## src/rtl/pe_ws_dbuf.sv

```systemverilog
// pe_ws_dbuf: weight-stationary systolic-array processing element with
// double-buffered weights.
//
// Each PE holds an "active" weight used by the MAC and a "shadow" weight that
// forms a top-to-bottom shift chain, so the next tile's weights stream in while
// the current tile computes. The MAC has one cycle of latency. It can run signed
// or unsigned, and it either saturates or wraps. A sticky flag records any clamp
// or wrap.
//
// Parameters
//   DATA_W  ifmap/weight width (2..16)
//   PSUM_W  psum width (>= 2*DATA_W)
//   SIGNED  1: two's-complement operands and psum, 0: unsigned
//   SAT     1: clamp to the PSUM_W range, 0: wrap modulo 2^PSUM_W
//
// Ports
//   iClk, iRest             clock; synchronous active-high reset
//   iW_in, iW_load, iW_swap weight chain input, shift-in and shadow->active copy
//   iIfmap, iVld, iPsum     MAC operands from left/above, with their valid
//   iClr_ovf                clears the sticky overflow flag
//   oW_out                  shadow weight to the PE below
//   oIfmap, oIfmap_vld      registered ifmap to the right neighbour
//   oPsum, oPsum_vld        registered MAC result to the PE below
//   oOvf                    sticky overflow (clamp or wrap happened)
module pe_ws_dbuf #(
  parameter int DATA_W = 8,
  parameter int PSUM_W = 24,
  parameter bit SIGNED = 1'b1,
  parameter bit SAT    = 1'b1
) (
  input  logic              iClk,
  input  logic              iRest,
  input  logic [DATA_W-1:0] iW_in,
  input  logic              iW_load,
  input  logic              iW_swap,
  input  logic [DATA_W-1:0] iIfmap,
  input  logic              iVld,
  input  logic [PSUM_W-1:0] iPsum,
  input  logic              iClr_ovf,
  output logic [DATA_W-1:0] oW_out,
  output logic [DATA_W-1:0] oIfmap,
  output logic              oIfmap_vld,
  output logic [PSUM_W-1:0] oPsum,
  output logic              oPsum_vld,
  output logic              oOvf
);

  localparam int PROD_W = 2 * DATA_W;
  localparam int SUM_W  = PSUM_W + 1;

  if ((DATA_W < 2) || (DATA_W > 16) || (PSUM_W < 2 * DATA_W)) begin : g_param_err
    $error("pe_ws_dbuf: illegal DATA_W/PSUM_W combination");
  end

  logic [DATA_W-1:0] shadow_q, shadow_d;
  logic [DATA_W-1:0] active_q, active_d;
  logic [DATA_W-1:0] ifmap_q, ifmap_d;
  logic              ifmap_vld_q, ifmap_vld_d;
  logic [PSUM_W-1:0] psum_q, psum_d;
  logic              psum_vld_q, psum_vld_d;
  logic              ovf_q, ovf_d;

  logic [PROD_W-1:0] w_ext_s, x_ext_s, prod_s;
  logic [SUM_W-1:0]  prod_ext_s, psum_ext_s, sum_s;
  logic              sum_ovf_s;
  logic [PSUM_W-1:0] mac_res_s;

  // MAC datapath: product, widened sum, range detection and clamp/wrap
  always_comb begin
    // Extending both operands to PROD_W makes a plain PROD_W-bit multiply
    // correct for signed and unsigned alike (the true product fits exactly).
    w_ext_s    = {{DATA_W{SIGNED & active_q[DATA_W-1]}}, active_q};
    x_ext_s    = {{DATA_W{SIGNED & iIfmap[DATA_W-1]}}, iIfmap};
    prod_s     = w_ext_s * x_ext_s;
    prod_ext_s = {{(SUM_W-PROD_W){SIGNED & prod_s[PROD_W-1]}}, prod_s};
    psum_ext_s = {SIGNED & iPsum[PSUM_W-1], iPsum};
    sum_s      = prod_ext_s + psum_ext_s;

    // Out of range: signed when the two top bits disagree, unsigned on carry-out.
    if (SIGNED) begin
      sum_ovf_s = sum_s[SUM_W-1] ^ sum_s[SUM_W-2];
    end else begin
      sum_ovf_s = sum_s[SUM_W-1];
    end

    mac_res_s = sum_s[PSUM_W-1:0];
    if (SAT && sum_ovf_s) begin
      if (SIGNED) begin
        // Top bit of the widened sum is the true sign: negative -> min, else max.
        if (sum_s[SUM_W-1]) begin
          mac_res_s = {1'b1, {(PSUM_W-1){1'b0}}};
        end else begin
          mac_res_s = {1'b0, {(PSUM_W-1){1'b1}}};
        end
      end else begin
        mac_res_s = {PSUM_W{1'b1}};
      end
    end else begin
      mac_res_s = sum_s[PSUM_W-1:0];
    end
  end

  // Next-state for the weight buffers, output pipeline and sticky flag
  always_comb begin
    shadow_d    = shadow_q;
    active_d    = active_q;
    ifmap_d     = ifmap_q;
    ifmap_vld_d = 1'b0;
    psum_d      = psum_q;
    psum_vld_d  = 1'b0;
    ovf_d       = ovf_q;

    // Swap reads the pre-load shadow, so load+swap gives active the old value.
    if (iW_swap) begin
      active_d = shadow_q;
    end else begin
      active_d = active_q;
    end
    if (iW_load) begin
      shadow_d = iW_in;
    end else begin
      shadow_d = shadow_q;
    end

    if (iVld) begin
      ifmap_d     = iIfmap;
      ifmap_vld_d = 1'b1;
      psum_d      = mac_res_s;
      psum_vld_d  = 1'b1;
    end else begin
      ifmap_vld_d = 1'b0;
      psum_vld_d  = 1'b0;
    end

    // A new overflow beats a simultaneous clear.
    if (iVld && sum_ovf_s) begin
      ovf_d = 1'b1;
    end else if (iClr_ovf) begin
      ovf_d = 1'b0;
    end else begin
      ovf_d = ovf_q;
    end
  end

  // State registers with synchronous reset
  always_ff @(posedge iClk) begin
    if (iRest) begin
      shadow_q    <= {DATA_W{1'b0}};
      active_q    <= {DATA_W{1'b0}};
      ifmap_q     <= {DATA_W{1'b0}};
      ifmap_vld_q <= 1'b0;
      psum_q      <= {PSUM_W{1'b0}};
      psum_vld_q  <= 1'b0;
      ovf_q       <= 1'b0;
    end else begin
      shadow_q    <= shadow_d;
      active_q    <= active_d;
      ifmap_q     <= ifmap_d;
      ifmap_vld_q <= ifmap_vld_d;
      psum_q      <= psum_d;
      psum_vld_q  <= psum_vld_d;
      ovf_q       <= ovf_d;
    end
  end

  assign oW_out     = shadow_q;
  assign oIfmap     = ifmap_q;
  assign oIfmap_vld = ifmap_vld_q;
  assign oPsum      = psum_q;
  assign oPsum_vld  = psum_vld_q;
  assign oOvf       = ovf_q;

endmodule

```

## config.mk

```make
export PLATFORM = sky130hd
export DESIGN_NAME = pe_ws_dbuf
export DESIGN_NICKNAME = d
export VERILOG_FILES = /design/src/rtl/pe_ws_dbuf.sv
export SDC_FILE = /design/constraint.sdc
export NUM_CORES = 1
export LEC_CHECK = 0
export CAP_MARGIN = 30
export CORE_UTILIZATION = 55
export CTS_BUF_LIST = sky130_fd_sc_hd__clkbuf_4 sky130_fd_sc_hd__clkbuf_8
export CTS_CLUSTER_SIZE = 10
export DETAILED_ROUTE_END_ITERATION = 10
export PLACE_DENSITY = 0.77
export SETUP_SLACK_MARGIN = 0.1
export SYNTH_ARGS = -nofsm -noshare
export SYNTH_HDL_FRONTEND = slang
export SYNTH_SLANG_ARGS = --single-unit
```

## constraint.sdc

```tcl
create_clock -name iClk -period 9.32 [get_ports iClk]
set_input_delay 1.864 -clock iClk [delete_from_list [all_inputs] [get_ports iClk]]
set_output_delay 1.864 -clock iClk [all_outputs]
set_load 0.005 [all_outputs]
```

==> results of run 1 <==
## where the power goes
group / switching [mW] / internal (mW) / total (mW)
sequential: 0.0295 / 0.264 / 0.294
combinational: 0.537 / 0.434 / 0.970
clock: 0.0754 / 0.0546 / 0.130
## cell usage in the layout (no fill, tap or decap), types with 2 or more instances in the layout
cell type        netlist  final
inv_1                110    110
fa_1                 108    108
clkdlybuf4s50_1        0     88
nor2_1                62     62
ha_1                  56     56
dfxtp_1               50     50
and2_1                33     33
nand2_1               33     33
mux2i_1               25     25
a21oi_1               24     24
o21ai_0               15     15
a211oi_2              12     12
a211oi_1              12     12
xnor2_1               12     12
xor2_1                11     11
o21ai_1                5      5
clkbuf_8               0      5
a21o_1                 4      4
buf_4                  1      4
nand4_1                3      3
nor3_1                 3      3
o211ai_2               2      2
a31oi_1                2      2
a2bb2oi_1              2      2
nor2b_1                2      2
a311oi_2               2      2
a311oi_1               2      2
o221a_2                2      2
## Yosys cell counts (all sizes together), types with 2 or more instances
cell type	n	area share (%)
a211oi	24	3.8
a311oi	4	0.75
nand3	2	0.24
o21ai	20	1.6
nor3	3	0.24
xor2	11	1.5
inv	110	6.5
clkbuf	16	0.94
o31ai	2	0.45
buf	8	1.1
a21oi	25	2.0
a31oi	3	0.53
ha	56	11
a2bb2oi	2	0.28
nor2	62	3.7
o211ai	2	0.39
xnor2	13	2.1
nand2	34	2.0
and2	34	3.4
a21o	4	0.47
fa	108	34
dfxtp	50	16
nor2b	2	0.20
nand4	3	0.29
mux2i	25	3.9
o21bai	2	0.29
o221a	2	0.35
## sequential cells by signal (all words and copies together) (netlist names)
register   flops
oOvf           1
oPsum_vld      1
oW_out         8
oIfmap         8
active_q       8
oPsum         24
## cell type report
class                   count  area (um^2)
multi-input cells         458         4820
fillers                   903         3670
flip-flops and latches     50         1000
repair buffers             92          911
inverters                 111          417
well taps                 140          175
clock buffers               6         76.3
clock inverters             1         7.51
## path summary, 6_finish.rpt
path / from / to
max: iIfmap[1] / oPsum[20]
min: oOvf / oOvf
min reg2reg: oOvf / oOvf
max reg2reg: active_q[7] / oPsum[20]
## through the flow
| step | setup WS [ns] | std cells | instance area, um^2 | util [%] | hold WS, ns |
|---|---|---|---|---|---|
| after global placement | 1.21 | 851 | 7320 | 66.1 | 0.457 |
| after CTS | 1.34 | 858 | 7410 | 66.9 | 0.492 |
| after floorplan | 1.76 | 643 | 6370 | - | 0.466 |
| final | 1.36 | 858 | 7410 | 66.9 | 0.488 |
| after global routing | 0.978 | 858 | 7410 | 66.9 | 0.512 |
| after detailed placement | 1.00 | 851 | 7320 | 66.1 | 0.470 |
## metal layers
metal | global-route usage (%) | part of all wire, % | vias up | wire length (um)
li1 | - | - | 2200 | -
met1 | 29.1 | 42 | 2342 | 5440
met2 | 43.7 | 53 | 74 | 6900
met3 | 2.96 | 3.0 | 17 | 386
met4 | 6.57 | 1.9 | 0 | 242
met5 | 0 | 0 | - | 0
## cell families (layout without fill, tap and decap cells)
family	after synthesis	count (layout)	synth area share [%]
xor+xnor	24	24	3.60
flops	50	50	15.7
mux	25	25	3.93
compound gates	99	99	12.5
buf+inv	135	210	8.57
fa+ha+maj	164	164	45.0
simple gates	146	146	10.7
## worst reg2reg max path: stages (launching register included)
cell and delay (ns):
dfxtp_1 0.53, and2_1 0.63, buf_4 0.28, fa_1 0.47, fa_1 0.52, fa_1 0.56, fa_1 0.41, ha_1 0.29
ha_1 0.36, o21ai_0 0.19, nor2_1 0.08, nor3_1 0.19, a2bb2oi_1 0.35, a31oi_4 0.19, xnor2_4 0.28, a21oi_2 0.64
a211oi_1 0.16
==> out/results.ini, run 1 <==
[setup_path]
cp-end-kind = flip-flop
path_delay_family = adder cells
cp.required_ns = 9.49
worstSetupPathType = in2reg
reg2reg_depth = 16
startpoint_type = input port
crit_fanout = 19
crit_arrival_ns = 8.13
slowest_stage = clkdlybuf4s50_1
crit_buf_inv = 2
crit_cells = 17
path_cells = clkdlybuf4s50_1, and2_1, buf_4, fa_1, fa_1, fa_1, fa_1, ha_1, ha_1, o21ai_0, nor2_1, nor3_1, a2bb2oi_1, a31oi_4, xnor2_4, a21oi_2, a211oi_1
cp_common_cell = fa_1
reg2reg_setup_slack_ns = 3.06
cp_slowest_stage_delay_ns = 0.66

[timing]
rsz0062_at_grt = false
drv_slew = 0
finalCritPeriodShare_pct = 85.4
finalSetupTns_ns = 0
slew_headroom_pct = 47.5
clock.fmax_mhz = 126
tightest_slew_ns = 0.782
fin_crit_ns = 7.96
setup_viol = 0
hold_violations = 0
fin_worst_skew_ns = 0.00887

[clocking]
ctsResizeCount = 0
cts_setup_buffers = 0
cts_tree = built
root_buffer = clkbuf_8
cts_buffer_depth = 2
htreeDepth = 2
cts_hold_buf = 0
cts.sinks = 50
clkLatencyLatePin_ns = 0.32
clk_pin_slew_worst_paths_ns = 0.09
numCtsBuffers = 5

[route]
antenna_left = 0
drt_iter0_drc = 173
first_pass_iters = 4
routed_wl_um = 13000
drc = 0
vias = 4633
via_per_inst = 5.40
wl_per_cell_um = 15.1

[worst_hold_path]
hold_class = reg2reg
holdPathStages = 1

[floorplan]
core.rowCount = 38
die_y_um = 110
io_pins = 89
core-area_um2 = 11100
die_w_um = 110
die-area_um2 = 12000
start_util_pct = 57.5

[power_and_ir_drop]
leakage_nw = 3.51
total_power_mw = 1.39
ir_drop_uv = 220
p_per_area_nw_per_um2 = 188

[synthesis]
synth_cells = 643
yosysWarnings = 0
syn-num-nets = 853
async_flop_share_pct = 0
ys.flop_type = dfxtp_1
synth-seq-cells = 50
synth_edf_count = 0
avgSynthCellArea_um2 = 9.90
synth_area_um2 = 6370
ys_seq_area_share_pct = 15.7
ys_types = 58

[global_route]
grt_pass1_vias = 4869
antenna_found_initial = 0
grt_pass1_wl_um = 22100
grt_start_max_net_pins = 39
grt-ovfl-total = 0
track_usage_pct = 23.7

[placed_design]
portBuffers = 88
hpwl_um = 11100
gp_congestion = 0.914

[final_layout]
drive_above_1_share_pct = 5.85
antenna_cells = 0
layout.nets = 928
syn_to_final_growth_pct = 16.4

[run]
maxCapViolations = 0

[run_status]
outcome = complete, no violations

Power figures use the tool's default switching activity.
==> inputs of run 2 (changes only) <==
CAP_MARGIN = default   (was 30)
==> results of run 2 <==
Final layout, timing and power as in run 1 (identical DEF).
